File: src/rtl/sprite_pkg.sv
// sprite_pkg: shared types, state encoding and motion helpers for sprite_player.
package sprite_pkg;

    localparam int SPR_COORD_W = 19;
    localparam int RGB_W       = 24;

    typedef logic [RGB_W-1:0]       rgb_t;
    typedef logic [SPR_COORD_W-1:0] coord_t;

    localparam rgb_t RGB_BLACK = '0;

    localparam logic [0:0] IDLE = 1'b0;
    localparam logic [0:0] PLAY = 1'b1;

    // Speed and hold counter of one axis after an accelerating tick
    typedef struct packed {
        logic [31:0] spd;
        logic [31:0] hold;
    } accel_t;

    // One tick with exactly one direction held: start at speed 1, then ramp
    // by one every accel_ticks held ticks, saturating at max_spd.
    function automatic accel_t accel_step(input logic [31:0] spd,
                                          input logic [31:0] hold,
                                          input int unsigned accel_ticks,
                                          input int unsigned max_spd);
        accel_t r;
        r.spd  = spd;
        r.hold = hold;
        if (spd == 32'd0) begin
            r.spd = 32'd1;
        end else begin
            r.hold = hold + 32'd1;
            if (r.hold >= accel_ticks) begin
                r.hold = 32'd0;
                if (spd < max_spd)
                    r.spd = spd + 32'd1;
            end
        end
        return r;
    endfunction

    // Move by step and wrap into [0, span); span is a power of two
    function automatic logic [31:0] wrap_step(input logic [31:0] pos,
                                              input logic [31:0] step,
                                              input logic        neg,
                                              input logic [31:0] span);
        logic [31:0] r;
        r = neg ? (pos - step) : (pos + step);
        return r & (span - 32'd1);
    endfunction

    // Move by step and clamp into [0, hi]
    function automatic logic [31:0] clamp_step(input logic [31:0] pos,
                                               input logic [31:0] step,
                                               input logic        neg,
                                               input logic [31:0] hi);
        logic [31:0] r;
        if (neg)
            r = (step > pos) ? 32'd0 : (pos - step);
        else
            r = ((pos + step) > hi) ? hi : (pos + step);
        return r;
    endfunction

endpackage

File: src/rtl/sprite_delay_line.sv
// sprite_delay_line: DEPTH x WIDTH shift register on the falling clock edge,
// cleared by reset so no stale pixel qualifiers survive a reset.
module sprite_delay_line
    import sprite_pkg::*;
#(
    parameter int DEPTH = 2,
    parameter int WIDTH = 2
) (
    input  logic             clock_i,
    input  logic             reset_i,
    input  logic [WIDTH-1:0] d_i,
    output logic [WIDTH-1:0] q_o
);

    logic [WIDTH-1:0] stage_q [DEPTH];

    // Shift one stage per clock
    always_ff @(negedge clock_i or posedge reset_i) begin
        if (reset_i) begin
            for (int i = 0; i < DEPTH; i++)
                stage_q[i] <= '0;
        end else begin
            stage_q[0] <= d_i;
            for (int i = 1; i < DEPTH; i++)
                stage_q[i] <= stage_q[i-1];
        end
    end

    assign q_o = stage_q[DEPTH-1];

endmodule

File: src/rtl/sprite_player.sv
// sprite_player: button-driven player sprite with tick-divided motion,
// hold-to-accelerate speed, horizontal wrap and vertical clamp. The pixel
// path reads only the frame-synchronous shadow position and returns a pixel
// aligned to the external image ROM latency (ROM_LAT+2 clocks from x/y).
// Build macro SPRITE_COLORKEY_EN: hit pixels equal to KEY_RGB render black.
//
// state | meaning
// IDLE  | start low: tick, speed and hold counters held at 0, position frozen
// PLAY  | start high: each motion tick updates speed and position
//
// All state updates on the falling edge of clock_i.
module sprite_player
    import sprite_pkg::*;
#(
    parameter int COORD_W     = 19,
    parameter int SPR_W       = 30,
    parameter int SPR_H       = 40,
    parameter int WRAP_W      = 512,
    parameter int SCREEN_H    = 480,
    parameter int INIT_X      = 320,
    parameter int INIT_Y      = 400,
    parameter int TICK_DIV    = 100000,
    parameter int MAX_SPEED   = 4,
    parameter int ACCEL_TICKS = 8,
    parameter int ROM_LAT     = 1,
    parameter int ADDR_W      = $clog2(SPR_W * SPR_H)
`ifdef SPRITE_COLORKEY_EN
    ,
    parameter logic [23:0] KEY_RGB = 24'hFF00FF
`endif
) (
    input  logic               clock_i,
    input  logic               reset_i,
    input  logic               start_i,
    input  logic               frame_start_i,
    input  logic [COORD_W-1:0] x_i,
    input  logic [COORD_W-1:0] y_i,
    input  logic               left_i,
    input  logic               right_i,
    input  logic               up_i,
    input  logic               down_i,
    output logic [COORD_W-1:0] ship_x_o,
    output logic [COORD_W-1:0] ship_y_o,
    output logic [ADDR_W-1:0]  rom_addr_o,
    input  logic [23:0]        rom_q_i,
    output logic [23:0]        rgb_o
);

    localparam int SPD_W  = $clog2(MAX_SPEED + 1);
    localparam int HOLD_W = $clog2(ACCEL_TICKS + 1);
    localparam int TICK_W = $clog2(TICK_DIV + 1);
    localparam int Y_MAX  = SCREEN_H - SPR_H;

    logic [0:0]         mode;
    logic [TICK_W-1:0]  tick_q, tick_d;
    logic               tick;
    logic [SPD_W-1:0]   spd_x_q, spd_x_d, spd_y_q, spd_y_d;
    logic [HOLD_W-1:0]  hold_x_q, hold_x_d, hold_y_q, hold_y_d;
    logic [COORD_W-1:0] ship_x_q, ship_x_d, ship_y_q, ship_y_d;
    logic [COORD_W-1:0] disp_x_q, disp_y_q;
    accel_t             acc_x, acc_y;
    logic [31:0]        y_new;
    logic               move_x, move_y;

    logic [COORD_W-1:0] dx, dy;
    logic               hit;
    logic [ADDR_W-1:0]  addr_d, rom_addr_q;
    logic               hit_al, start_al, pix_on;
    rgb_t               rgb_q;

    // Buttons are active low: an axis moves only when its two buttons differ
    assign move_x = left_i ^ right_i;
    assign move_y = up_i ^ down_i;
    assign mode   = start_i ? PLAY : IDLE;
    assign tick   = (tick_q == TICK_W'(TICK_DIV - 1));

    // Next-state for the tick timer, per-axis speed/hold and ship position
    always_comb begin
        tick_d   = tick_q;
        spd_x_d  = spd_x_q;
        hold_x_d = hold_x_q;
        spd_y_d  = spd_y_q;
        hold_y_d = hold_y_q;
        ship_x_d = ship_x_q;
        ship_y_d = ship_y_q;
        acc_x    = accel_step(32'(spd_x_q), 32'(hold_x_q), ACCEL_TICKS, MAX_SPEED);
        acc_y    = accel_step(32'(spd_y_q), 32'(hold_y_q), ACCEL_TICKS, MAX_SPEED);
        y_new    = clamp_step(32'(ship_y_q), acc_y.spd, ~up_i, 32'(Y_MAX));
        if (mode == IDLE) begin
            tick_d   = '0;
            spd_x_d  = '0;
            hold_x_d = '0;
            spd_y_d  = '0;
            hold_y_d = '0;
        end else begin
            tick_d = tick ? '0 : tick_q + TICK_W'(1);
            if (tick) begin
                if (move_x) begin
                    spd_x_d  = SPD_W'(acc_x.spd);
                    hold_x_d = HOLD_W'(acc_x.hold);
                    ship_x_d = COORD_W'(wrap_step(32'(ship_x_q), acc_x.spd, ~left_i,
                                                  32'(WRAP_W)));
                end else begin
                    spd_x_d  = '0;
                    hold_x_d = '0;
                end
                if (move_y) begin
                    ship_y_d = COORD_W'(y_new);
                    // Hitting either clamp limit stops the axis dead
                    if ((!up_i && y_new == 32'd0) || (!down_i && y_new == 32'(Y_MAX))) begin
                        spd_y_d  = '0;
                        hold_y_d = '0;
                    end else begin
                        spd_y_d  = SPD_W'(acc_y.spd);
                        hold_y_d = HOLD_W'(acc_y.hold);
                    end
                end else begin
                    spd_y_d  = '0;
                    hold_y_d = '0;
                end
            end
        end
    end

    // Motion registers; the shadow takes the pre-tick position on a shared edge
    always_ff @(negedge clock_i or posedge reset_i) begin
        if (reset_i) begin
            tick_q   <= '0;
            spd_x_q  <= '0;
            hold_x_q <= '0;
            spd_y_q  <= '0;
            hold_y_q <= '0;
            ship_x_q <= COORD_W'(INIT_X);
            ship_y_q <= COORD_W'(INIT_Y);
            disp_x_q <= COORD_W'(INIT_X);
            disp_y_q <= COORD_W'(INIT_Y);
        end else begin
            tick_q   <= tick_d;
            spd_x_q  <= spd_x_d;
            hold_x_q <= hold_x_d;
            spd_y_q  <= spd_y_d;
            hold_y_q <= hold_y_d;
            ship_x_q <= ship_x_d;
            ship_y_q <= ship_y_d;
            if (frame_start_i) begin
                disp_x_q <= ship_x_q;
                disp_y_q <= ship_y_q;
            end
        end
    end

    // Sprite-relative offsets; a scan line above the sprite wraps dy large
    always_comb begin
        dx     = (x_i - disp_x_q) & COORD_W'(WRAP_W - 1);
        dy     = y_i - disp_y_q;
        hit    = (dx < COORD_W'(SPR_W)) && (dy < COORD_W'(SPR_H));
        addr_d = hit ? ADDR_W'(32'(dy) * 32'(SPR_W) + 32'(dx)) : '0;
    end

    // Carry hit and start alongside the ROM read so they meet rom_q
    sprite_delay_line #(
        .DEPTH (ROM_LAT + 1),
        .WIDTH (2)
    ) u_align (
        .clock_i (clock_i),
        .reset_i (reset_i),
        .d_i     ({hit, start_i}),
        .q_o     ({hit_al, start_al})
    );

`ifdef SPRITE_COLORKEY_EN
    assign pix_on = hit_al && start_al && (rom_q_i != KEY_RGB);
`else
    assign pix_on = hit_al && start_al;
`endif

    // Registered ROM address and output pixel
    always_ff @(negedge clock_i or posedge reset_i) begin
        if (reset_i) begin
            rom_addr_q <= '0;
            rgb_q      <= RGB_BLACK;
        end else begin
            rom_addr_q <= addr_d;
            rgb_q      <= pix_on ? rgb_t'(rom_q_i) : RGB_BLACK;
        end
    end

    assign ship_x_o   = ship_x_q;
    assign ship_y_o   = ship_y_q;
    assign rom_addr_o = rom_addr_q;
    assign rgb_o      = rgb_q;

endmodule

File: config.mk
export PLATFORM = sky130hd
export DESIGN_NAME = sprite_player
export DESIGN_NICKNAME = d
export VERILOG_FILES = /design/src/rtl/sprite_pkg.sv /design/src/rtl/sprite_delay_line.sv /design/src/rtl/sprite_player.sv
export SDC_FILE = /design/constraint.sdc
export NUM_CORES = 1
export LEC_CHECK = 0
export ABC_AREA = 1
export CAP_MARGIN = 0
export CORE_UTILIZATION = 35
export CTS_CLUSTER_DIAMETER = 200
export DETAILED_ROUTE_END_ITERATION = 8
export PLACE_DENSITY = 0.55
export SYNTH_ARGS = -nofsm -noshare
export SYNTH_HDL_FRONTEND = slang
export SYNTH_HIERARCHICAL = 1
export SYNTH_SLANG_ARGS = --single-unit
File: constraint.sdc
create_clock -name clock_i -period 5.8 [get_ports clock_i]
set_input_delay 0.87 -clock clock_i [delete_from_list [all_inputs] [get_ports clock_i]]
set_output_delay 0.87 -clock clock_i [all_outputs]
set_load 0.01 [all_outputs]
==> metrics.txt, run 1 <==
Final ANT Viol Nets 0; row count 60; Vias/cell between 4 and 5; Final Util 0.4900; clk buf depth 2; internal power roughly 2.9 mW; Die Area around 28000 um2; Post-synth EDFFs 0; Final GP Congestion between 0.8 and 0.9; PortBufs around 120; latest clock arrival within the worst-skew pair about 0.44 ns; largest net degree at the start of global routing a little over 90; final setup vio count 12; Most used DFF post-synth dfrtn_1; status finished with violations; library cells used by synthesis 48; hold crit path type reg -> reg; synthesis warning total 6; share of the synthesized area in the top cell type 0.3018; Mapped Cells 1313; drt first pass iters 5; CP Capture Type register; leakage power around 6.6 nW; layout cells sized above 1 0.1851; first-pass GRT wire length 41120 um; Place WS -2.491 ns; number of max-cap violations 0; # diodes 0; area leader, netlist dfrtn_1; CTS tree done; top-count cell post-synth nand2_1; PD cells between 300 and 400 nW/um2; min setup slack post-route -1.402 ns; Async SR Flop Fraction 1.000; Final #Nets roughly 1700; dpl hpwl between 15000 and 20000 um; failing checks setup timing; GRT Total Usage 0.1809; crit path DAT roughly 4.6 ns; sequential fraction of the synthesis area 0.3292; Synth Register Bits between 100 and 150; die width 167.8 um; initial cell density of the core 0.3568; worst endpoint required time about 3.2 ns; GR Overflow Total 0; setup TNS after final layout -10.32 ns; Sw Pwr around 1.5 mW; switching share of power 0.3352; final hold vios 0; H-tree levels 4; hold buffer count at cts 0; die height between 150 and 200 um; Worst slew margin 0.4186; Comb pwr share 0.520; routed via count 8780; I/O pin cnt 143; most frequent cells after synthesis nand2_1 (268), inv_1 (233), nor2_1 (166); Reg power frac 0.210; peak supply drop 0.2997 mV; worst slew pin tran between 0.8 and 0.9 ns; FILL cells about 2600; initial antenna violation count 0; clk slew on worst S/H paths 0.04 ns; root buffer cell clkbuf_16; clock buffer count from CTS 17; initial drt markers ~350; number of global-route vias before repair roughly 8500; Wirelength per Cell between 10 and 15 um; crit path kind in -> reg; top post-synthesis cells by area dfrtn_1 (30%), nand2_1 (10%), ha_1 (9.4%), inv_1 (9.1%), nor2_1 (6.5%); area delta synth->final 37.33%; Max Clock Skew about 0.054 ns; clock sinks approximately 130; crit path max fanout 3; core area roughly 27000 um2; DRC Markers 0; Slew Viols, Final 0; clock power share 0.270; final WL about 24000 um; syn avg cell area roughly 7.3 um2; synthesized area roughly 9600 um2; RSZ-0062 raised after global routing yes; crit start category primary input
-- worst max-delay path: stages --
cell	delay, ns
buf_8	0.11
inv_12	0.05
ha_4	0.12
inv_2	0.03
fa_2	0.40
xor2_4	0.19
fa_1	0.48
fa_1	0.54
inv_2	0.05
fa_2	0.52
inv_2	0.04
ha_4	0.22
a21oi_2	0.13
nor2_1	0.05
nor2_1	0.12
nor2_1	0.07
o21ai_2	0.11
nand2_2	0.06
a21o_1	0.18
nand2_2	0.06
nand3_1	0.06
nand2_1	0.06
nor2_1	0.03
-- power groups by stage --
stage | clock network [mW] | registers, mW | logic (mW)
2_1_floorplan | 0.0117 | 0.925 | 1.36
3_3_place_gp | 0.0117 | 0.930 | 1.98
3_5_place_dp | 0.0117 | 0.930 | 2.02
4_1_cts | 1.20 | 0.916 | 2.15
5_1_grt | 1.26 | 0.918 | 2.56
6_report | 1.18 | 0.916 | 2.27
-- final cells by class --
| type | instances | area (um2) | area share |
|---|---|---|---|
| flip-flops and latches | 126 | 3166 | 0.2397 |
| clock buffers | 24 | 589.3 | 0.04462 |
| repair buffers | 248 | 2207 | 0.1671 |
| inverters | 242 | 929.6 | 0.07039 |
| well taps | 341 | 426.7 | 0.03231 |
| multi-input cells | 914 | 5781 | 0.4377 |
| clock inverters | 18 | 107.6 | 0.008148 |
-- worst paths after layout --
check | start | endpoint | slack, ns | cells after the start
hold reg to reg | u_align/stage_q[2] | u_align/q_o[0] | 0.30 | 0
setup / recovery | y_i[0] | rom_addr_o[10] | -1.40 | 23
setup reg to reg | hold_y_q[0] | hold_y_q[2] | 1.32 | 30
max in group asynchronous | reset_i | disp_y_q[7] | 1.46 | 3
min in group asynchronous | reset_i | u_align/stage_q[2] | 3.58 | 2
hold / removal | u_align/stage_q[2] | u_align/q_o[0] | 0.30 | 0
-- registers in the layout, summed over array words and instances, names as in the netlist, 4 cells and up --
signal and flops:
ship_y_o 19, hold_x_q 4, rgb_o 24, disp_y_q 19
hold_y_q 4, disp_x_q 9, tick_q 17, ship_x_o 9
rom_addr_o 11
-- routing by layer --
| layer | track usage | vias up | part of all wire |
|---|---|---|---|
| met4 | 0.04467 | 0 | 0.010 |
| met3 | 0.02647 | 19 | 0.029 |
| met1 | 0.2362 | 4033 | 0.47 |
| li1 | - | 4586 | - |
| met2 | 0.3129 | 142 | 0.49 |
| met5 | 0 | - | 0 |
-- layout by cell type (no fill, tap or decap), types with 5 or more instances in the layout --
cell             instances
a21oi_1                 36
a21oi_2                 12
a21oi_4                  5
a31oi_1                  5
buf_4                  119
clkbuf_16               23
clkdlybuf4s50_1        113
conb_1                  13
dfrtn_1                116
dfstp_2                 10
fa_1                    15
ha_1                    56
ha_4                    13
inv_1                  233
inv_2                   16
nand2_1                263
nand2_2                 17
nand3_1                 74
nand4_1                 28
nor2_1                 163
nor2_2                   8
nor3_1                  11
o21ai_0                 61
o21bai_1                 6
o22ai_1                  5
xnor2_1                 12
xor2_1                  37
xor2_2                   5
-- kinds of logic (layout without fill, tap and decap cells) --
family,Yosys count,count (layout),synth area share
compound gates,159,159,0.09498
xor+xnor,60,60,0.05543
fa+ha+maj,91,91,0.1332
buf+inv,284,532,0.1211
flops,126,126,0.3292
mux,1,1,0.001171
other cells,2,13,0.0007809
simple gates,590,590,0.2641
-- repair_timing --
action,CTS,global route
cloned,1,0
endpoints found under the setup margin,14,15
gates resized for setup,52,29
pin swaps,38,22
setup buffers,2,6
-- through the flow --
step	area, um2	hold WS, ns	instances	total power, mW
global placement	12210	0.2927	1864	2.918
finish	13210	0.2999	1913	4.368
CTS	13100	0.2991	1908	4.274
floorplan	9910	0.2917	1324	2.295
detailed placement	12210	0.2992	1864	2.958
global route	13210	0.3012	1913	4.735
Note: power is estimated with default switching activity, not from simulation.
==> run 2, diff against run 1 <==
CORE_ASPECT_RATIO = 0.5   (was unset)
==> run 2 against run 1 <==
- the flow still finishes with violations (setup timing)
- clock power is 11% lower
- critical path depth stayed put
- combinational power is 7% higher
- final area is 0.99% higher
- core utilization is 0.96 points higher
- first-iteration DRC count is 11% higher
- critical endpoint unchanged
- count of clock-buffer cells in the layout is 5 lower
- sequential power hardly changed
==> metrics.txt, run 2 (same netlist as run 1, synthesis figures left out) <==
status finished with violations; CP peak stage delay 0.59 ns (+0.05 ns); Cell Chain, Critical Path buf_8, inv_12, ha_4, inv_4, fa_2, xor2_2, fa_1, fa_1, inv_2, fa_2, inv_2, ha_4, a21oi_2, nor2_1, nor2_1, nor2_1, o21ai_2, nand2_2, a21o_1, nand2_2, nand3_1, nand2_1, nor2_1; largest net degree at the start of global routing 51 (-45%); final WL 25200 um (+3.0%); R2R Setup Slk 1.25 ns (-0.07 ns); Wirelength per Cell 13.07 um (+2.2%); final setup vio count 12 (unchanged); Die Area 28180 um2 (+0.14%); area delta synth->final 38.68%; CP delay by family, top adder cells; die height 119.2 um (-29%); Slew Viols, Final 0 (unchanged); clk buf depth 2 (unchanged); Max Clock Skew 0.06150 ns (+0.007262 ns); number of max-cap violations 0 (unchanged); final instance area 13340 um2 (+0.99%); layout cells sized above 1 0.1987 (+0.01362); core area 26700 um2 (-0.95%); Tot Pwr 4.382 mW (+0.32%); crit path DAT 4.66 ns (+0.11 ns); hold buffer count at cts 0 (unchanged); I/O pin cnt 143 (unchanged); non-filler instance count after layout 1928 (+0.78%); min setup slack post-route -1.504 ns (-0.1016 ns); PortBufs 122 (unchanged); Fin Hold WS 0.2955 ns (-0.004408 ns); row count 42 (-30%); hold path endpoint u_align/q_o[1]; Final #Nets 1723 (+0.17%); clk slew on worst S/H paths 0.04 ns (about the same); failing checks setup timing; hold crit path type reg -> reg; worst endpoint required time 3.16 ns (about the same); final hold vios 0 (unchanged); CTS tree done; Final ANT Viol Nets 0 (unchanged); Reg2Reg Depth 30 (unchanged); Final GP Congestion 0.8750 (+2.1%); commonest non-fill, non-tap cell in the layout nand2_1; Hold Crit Start u_align/stage_q[3]; most frequent cells in the layout nand2_1 (260), inv_1 (228), nor2_1 (159), dfrtn_1 (116), buf_4 (113); routed via count 8848 (+0.77%); die width 236.4 um (+41%); worst slew pin tran 0.9232 ns (+0.05314 ns); CP Capture Type register; CP max-delay cell fa_1; PD cells 328.6 nW/um2 (-0.66%); RSZ-0062 raised after global routing yes; initial drt markers 384 (+11%); Placed Instances 1867 (+0.16%); H-tree levels 4 (unchanged); peak supply drop 0.3159 mV (+5.4%); R2R Path Start hold_y_q[0]; latest clock arrival within the worst-skew pair 0.46 ns (+0.02 ns); number of global-route vias before repair 8842 (+3.7%); max reg flops 24 (unchanged); dpl hpwl 19950 um (+2.4%); crit path kind in -> reg; GRT Total Usage 0.1862 (+0.005299); Final Util 0.4996 (+0.009559); first-pass GRT wire length 42090 um (+2.3%); clock buffer count from CTS 17 (unchanged); crit path max fanout 3 (unchanged); leakage power 6.562 nW (about the same); DRC Markers 0 (unchanged); GR Overflow Total 0 (unchanged); clock sinks 126 (unchanged); root buffer cell clkbuf_16; Vias/cell 4.589 (about the same); initial cell density of the core 0.3602 (+0.003412); FILL cells 2570 (-2.7%); drt first pass iters 5 (unchanged); CP bufs+invs 5 (unchanged); initial antenna violation count 1 (+1); hold depth 0 (unchanged); Worst slew margin 0.3759 (-0.04269); crit start category primary input; most frequent CP cell nor2_1; Placed Instance Area 12180 um2 (-0.24%); r2r endpoint hold_y_q[2]
-- run 2: cell types whose count changed in the layout (fill, tap and decap cells not counted), moves of 4 or more --
cell,delta
clkbuf_16,-5
nor2_2,+4
nor2_1,-4
xor2_2,+7
buf_6,+8
inv_1,-5
xor2_1,-6
ha_4,+4
buf_4,-6
-- run 2: worst reg2reg max path, delay by kind of cell, from the launching register on --
family                   cells  cell delay [ns]
adder cells (fa/ha/maj)      3             0.85
flip-flops                   1             0.49
AND/OR/NAND/NOR             20             2.02
AO/OA/AOI/OAI                3             0.71
buffers and inverters        4             0.33
-- run 2: report_power, final --
group	internal [mW]	switching, mW	leakage, nW	total [mW]
clock network	0.618	0.431	0.324	1.05
registers	0.901	0.0151	1.67	0.916
logic	1.31	1.10	4.57	2.42
total	2.83	1.55	6.56	4.38
-- run 2: cell type report --
type / count / area (um2) / share of cell area
Sequential cell: 126 / 3166 / 0.2374
Inverter: 242 / 934.6 / 0.07008
Clock inverter: 23 / 148.9 / 0.01116
Multi-Input combinational cell: 914 / 5912 / 0.4433
Tap cell: 352 / 440.4 / 0.03302
Timing Repair Buffer: 251 / 2280 / 0.1709
Antenna cell: 1 / 2.502 / 0.0001876
Clock buffer: 19 / 452.9 / 0.03396
-- run 2: worst max-delay path by stage --
| stage | start | endpoint | slack [ns] | cells past startpoint |
|---|---|---|---|---|
| 6_report | y_i[0] | rom_addr_o[10] | -1.50 | 23 |
| 3_3_place_gp | y_i[0] | rom_addr_o[10] | -2.45 | 25 |
| 5_1_grt | y_i[0] | rom_addr_o[10] | -1.72 | 26 |
| 2_1_floorplan | y_i[0] | rom_addr_o[10] | -1.73 | 24 |
| 4_1_cts | y_i[0] | rom_addr_o[10] | -1.51 | 23 |
| 3_5_place_dp | y_i[0] | rom_addr_o[10] | -2.49 | 25 |
-- run 2: metrics by stage --
step | worst slack (ns) | TNS [ns]
6_report | -1.504 | -10.92
5_1_grt | -1.716 | -12.78
4_1_cts | -1.513 | -11.35
3_5_place_dp | -2.486 | -23.81
3_3_place_gp | -2.450 | -23.18
2_1_floorplan | -1.726 | -10.25
-- run 2: routing by layer --
layer | up-vias | share of wire | GRT usage
met3 | 22 | 0.033 | 0.03894
met1 | 4088 | 0.48 | 0.2428
met2 | 144 | 0.47 | 0.3149
li1 | 4594 | - | -
met5 | - | 0 | 0
met4 | 0 | 0.014 | 0.04586
-- run 2: repair_timing --
| item | in CTS | in global routing |
|---|---|---|
| endpoints found under the setup margin | 14 | 12 |
| cloned | 1 | 0 |
| buffers inserted | 15 | 6 |
| gates resized for setup | 72 | 45 |
| pin swaps | 52 | 42 |
==> run 3, diff against run 2 <==
CAP_MARGIN = 20   (was 0)
==> results of run 3 <==
Same layout as run 2: the final DEF is identical, and so are final timing and power.
